$ cat src/rtl/demux_1to4_stream.sv
// Registered 1-to-4 stream distributor: each input beat lands in a one-entry
// output register for the channel picked by in_sel or by a round-robin pointer.
module demux_1to4_stream #(
   parameter int DATA_W = 8,
   parameter int CNT_W  = 16
) (
   input  logic                  clk,
   input  logic                  rst_n,
   input  logic                  in_valid,
   output logic                  in_ready,
   input  logic [DATA_W-1:0]     in_data,
   input  logic [1:0]            in_sel,
   input  logic                  mode,
   output logic [3:0]            out_valid,
   input  logic [3:0]            out_ready,
   output logic [4*DATA_W-1:0]   out_data,
   output logic [1:0]            rr_ptr,
   output logic [CNT_W-1:0]      beat_cnt
);

   logic [3:0]          valid_q, valid_d;
   logic [4*DATA_W-1:0] data_q, data_d;
   logic [1:0]          rr_q, rr_d;
   logic [CNT_W-1:0]    cnt_q, cnt_d;
   logic [1:0]          tgt;
   logic                accept;

   function automatic logic [CNT_W-1:0] sat_inc(input logic [CNT_W-1:0] v);
      return (&v) ? v : v + {{(CNT_W-1){1'b0}}, 1'b1};
   endfunction

   always_comb begin
      tgt      = mode ? rr_q : in_sel;
      // A full channel can still take a beat when it drains in the same cycle.
      in_ready = rst_n & (~valid_q[tgt] | out_ready[tgt]);
      accept   = in_valid & in_ready;

      valid_d = valid_q & ~out_ready;
      data_d  = data_q;
      rr_d    = rr_q;
      cnt_d   = cnt_q;

      if (accept) begin
         for (int k = 0; k < 4; k++) begin
            if (tgt == 2'(k)) begin
               valid_d[k]                    = 1'b1;
               data_d[k*DATA_W +: DATA_W]    = in_data;
            end
         end
         cnt_d = sat_inc(cnt_q);
         if (mode) rr_d = rr_q + 2'd1;
      end
   end

   always_ff @(posedge clk or negedge rst_n) begin
      if (!rst_n) begin
         valid_q <= '0;
         data_q  <= '0;
         rr_q    <= '0;
         cnt_q   <= '0;
      end else begin
         valid_q <= valid_d;
         data_q  <= data_d;
         rr_q    <= rr_d;
         cnt_q   <= cnt_d;
      end
   end

   assign out_valid = valid_q;
   assign out_data  = data_q;
   assign rr_ptr    = rr_q;
   assign beat_cnt  = cnt_q;

endmodule

$ cat config.mk
export PLATFORM = sky130hd
export DESIGN_NAME = demux_1to4_stream
export DESIGN_NICKNAME = d
export VERILOG_FILES = /design/src/rtl/demux_1to4_stream.sv
export SDC_FILE = /design/constraint.sdc
export NUM_CORES = 1
export LEC_CHECK = 0
export CAP_MARGIN = 20
export CORE_MARGIN = 3
export CORE_UTILIZATION = 40
export CTS_CLUSTER_DIAMETER = 200
export DETAILED_ROUTE_END_ITERATION = 6
export PLACE_DENSITY = 0.7
export SYNTH_ARGS = -nofsm -noshare
export SYNTH_HDL_FRONTEND = slang
export SYNTH_SLANG_ARGS = --single-unit
$ cat constraint.sdc
create_clock -name clk -period 3.1 [get_ports clk]
set_input_delay 0.93 -clock clk [delete_from_list [all_inputs] [get_ports clk]]
set_output_delay 0.93 -clock clk [all_outputs]
set_load 0.01 [all_outputs]
==> impl_metrics.json <==
{
  "vias": 1692,
  "synth.area.mux_share_pct": 18.4,
  "dieArea_um2": 6810,
  "yosys_warnings": 0,
  "grt_max_degree": 36,
  "yosysUniqueCellTypes": 31,
  "required_ps": 2170,
  "cts_tree": "done",
  "synth.top_cell.area_share_pct": 57.7,
  "port-buffer-count": 72,
  "die_h_um": 82.5,
  "crit_fanout": 3,
  "worst_pin_slew_ps": 444,
  "fin_nets": 291,
  "path_clk_slew_ps": 100,
  "fill_cells": 462,
  "syn_area_per_cell_um2": 13.9,
  "syn-cell-area_um2": 2340,
  "skew_ps": 5.00,
  "fin_cells": 345,
  "synth_top_area_cell": "dfrtp_1",
  "cts-buffers-inserted": 5,
  "synth_top_family_by_area": "multiplexers",
  "drc": 0,
  "status": "complete, no violations",
  "diodes": 0,
  "setup_slack_ps": 114,
  "cts_sinks": 54,
  "worst_path_max_delay_cell": "mux2i_4",
  "cts_root_buffer": "clkbuf_8",
  "vdd_drop_max_v": 0.000487,
  "yosys-top-cells-area": "dfrtp_1, mux2_2, xnor2_1",
  "gp_congestion": 0.853,
  "initial_utilization_pct": 42.0,
  "synth-edff-count": 0,
  "layout_worst_path_cycle_share_pct": 96.3,
  "drive_gt1_share_pct": 32.2,
  "critical-path-top-delay-family": "multiplexers",
  "powerDensity_nw_per_um2": 826,
  "r2r_setup_slack_ps": 950,
  "min_path_type": "reg -> reg",
  "grtUsageTotal_pct": 17.0,
  "hold_violations": 0,
  "p_leak_uw": 0.00146,
  "dr.pass1.iters": 4,
  "drv_cap": 0,
  "clock_path_buffers": 2,
  "worstSkewPairLatency_ps": 310,
  "antenna_found_initial": 0,
  "period_needed_ps": 2990,
  "ys_seq_area_share_pct": 57.7,
  "drtAntennaViolNets": 0,
  "dp_hpwl_um": 3880,
  "rsz0062_at_grt": "false",
  "core_um2": 5570,
  "synth-simple-area-share_pct": 14.8,
  "path_cells": "clkdlybuf4s15_2, mux2i_4, mux2i_2, nand2_1, o211a_1, clkbuf_2",
  "cp.arrival_ps": 2060,
  "synth_fp_nets": 187,
  "synth-adder-area-share_pct": 0.534,
  "critPathMaxStageDelay_ps": 290,
  "io_pins": 73,
  "drv_slew": 0,
  "crit_type": "in -> out",
  "async_reset_ff_share_pct": 100,
  "synthXorXnorAreaFrac_pct": 5.98,
  "max_clock_freq_mhz": 335,
  "synthFlopType": "dfrtp_1",
  "synth_compound_area_share_pct": 2.35,
  "grt_pass1_wl_um": 8780,
  "h-tree-depth": 2,
  "wl_per_cell_um": 15.2,
  "critPathBufInv": 2,
  "drt-total-wl_um": 5250,
  "maxSlewHeadroom_pct": 70.1,
  "vias_per_cell": 4.90,
  "rows": 27,
  "grt_pass1_vias": 1830,
  "syn_to_final_growth_pct": 48.1,
  "gr-total-overflow": 0,
  "netlist_instances": 168,
  "end_kind": "primary output",
  "dp.cells": 333,
  "start_kind": "primary input",
  "ys_ff_latch": 54,
  "dp_slack_ps": -546,
  "finalSetupViolations": 0,
  "drtIter0Drc": 62,
  "fp.dieW_um": 82.5
}
-- layout by cell type (no fill, tap or decap), types with 3 or more instances in the layout --
master and n:
clkdlybuf4s50_1 68, dfrtp_1 54, mux2_2 34, buf_4 26
nand2_1 9, nand3_1 8, xor2_1 8, xnor2_1 8
nand4_1 6, nor3_1 5, clkbuf_8 5, nor4_2 4
nor2_1 4, or2_2 3
-- worst paths after layout --
kind | start | endpoint | depth (start not counted)
max in group asynchronous | rst_n | beat_cnt[9] | 3
max | mode | in_ready | 6
max reg2reg | rr_ptr[1] | beat_cnt[12] | 9
min in group asynchronous | rst_n | out_valid[3] | 2
min reg2reg | beat_cnt[8] | beat_cnt[8] | 1
min | beat_cnt[8] | beat_cnt[8] | 1
-- layer usage --
metal | up-vias | GRT usage, % | part of all wire [%]
li1 | 813 | - | -
met2 | 36 | 29.2 | 50
met3 | 5 | 3.04 | 4.0
met1 | 838 | 21.2 | 45
met4 | 0 | 6.37 | 1.5
met5 | - | 0 | 0
-- synthesized netlist by cell type, types with 2 or more instances --
cell type,instances
nor4b_2,2
mux2i_1,2
mux2_2,34
nor2_1,4
nor2b_1,2
nand2_1,9
nand2b_1,2
o21ai_0,2
or2_2,3
dfrtp_1,54
nor3_1,5
nand4_1,6
mux2i_2,2
xnor2_1,8
xor2_1,8
nand3_1,8
nor4_2,3
-- timing repair --
action / 4_1_cts / 5_1_grt
resized for setup: 6 / 3
buffers inserted: 3 / 1
endpoints found under the setup margin: 1 / 1
hold buffers: 0 / 0
-- stage by stage --
stage | area (µm²) | hold slack (ps) | setup TNS [ps] | power [µW] | utilization [%]
after global placement | 3320 | 481 | -511 | 2380 | 59.5
final | 3470 | 509 | 0 | 2870 | 62.3
after CTS | 3460 | 518 | 0 | 2910 | 62.1
after detailed placement | 3320 | 495 | -917 | 2400 | 59.5
after floorplan | 2340 | 522 | 0 | 1650 | -
after global routing | 3470 | 527 | 0 | 3050 | 62.3
-- state kept, by name, indices dropped and copies added (netlist names) --
register / flops
beat_cnt: 16
out_data: 32
rr_ptr: 2
out_valid: 4
-- kinds of logic after synthesis --
logic type	count (synthesis)
fa+ha+maj	1
flops	54
xor+xnor	16
compound gates	5
simple gates	52
mux	38
buf+inv	2
-- report_power, final --
group | internal (µW) | total [µW] | switching, µW
Clock | 247 | 484 | 238
Sequential | 976 | 1170 | 193
Combinational | 769 | 1210 | 444
Total | 1990 | 2870 | 875
-- final cells by class --
cell class / count / area (µm²) / share of cell area, %
flip-flops and latches: 54 / 1350 / 38.9
multi-input cells: 112 / 1000 / 28.9
repair buffers: 98 / 906 / 26.1
well taps: 72 / 90.1 / 2.60
clock buffers: 5 / 68.8 / 1.98
clock inverters: 3 / 47.5 / 1.37
inverters: 1 / 3.75 / 0.108
Power figures use the tool's default switching activity.
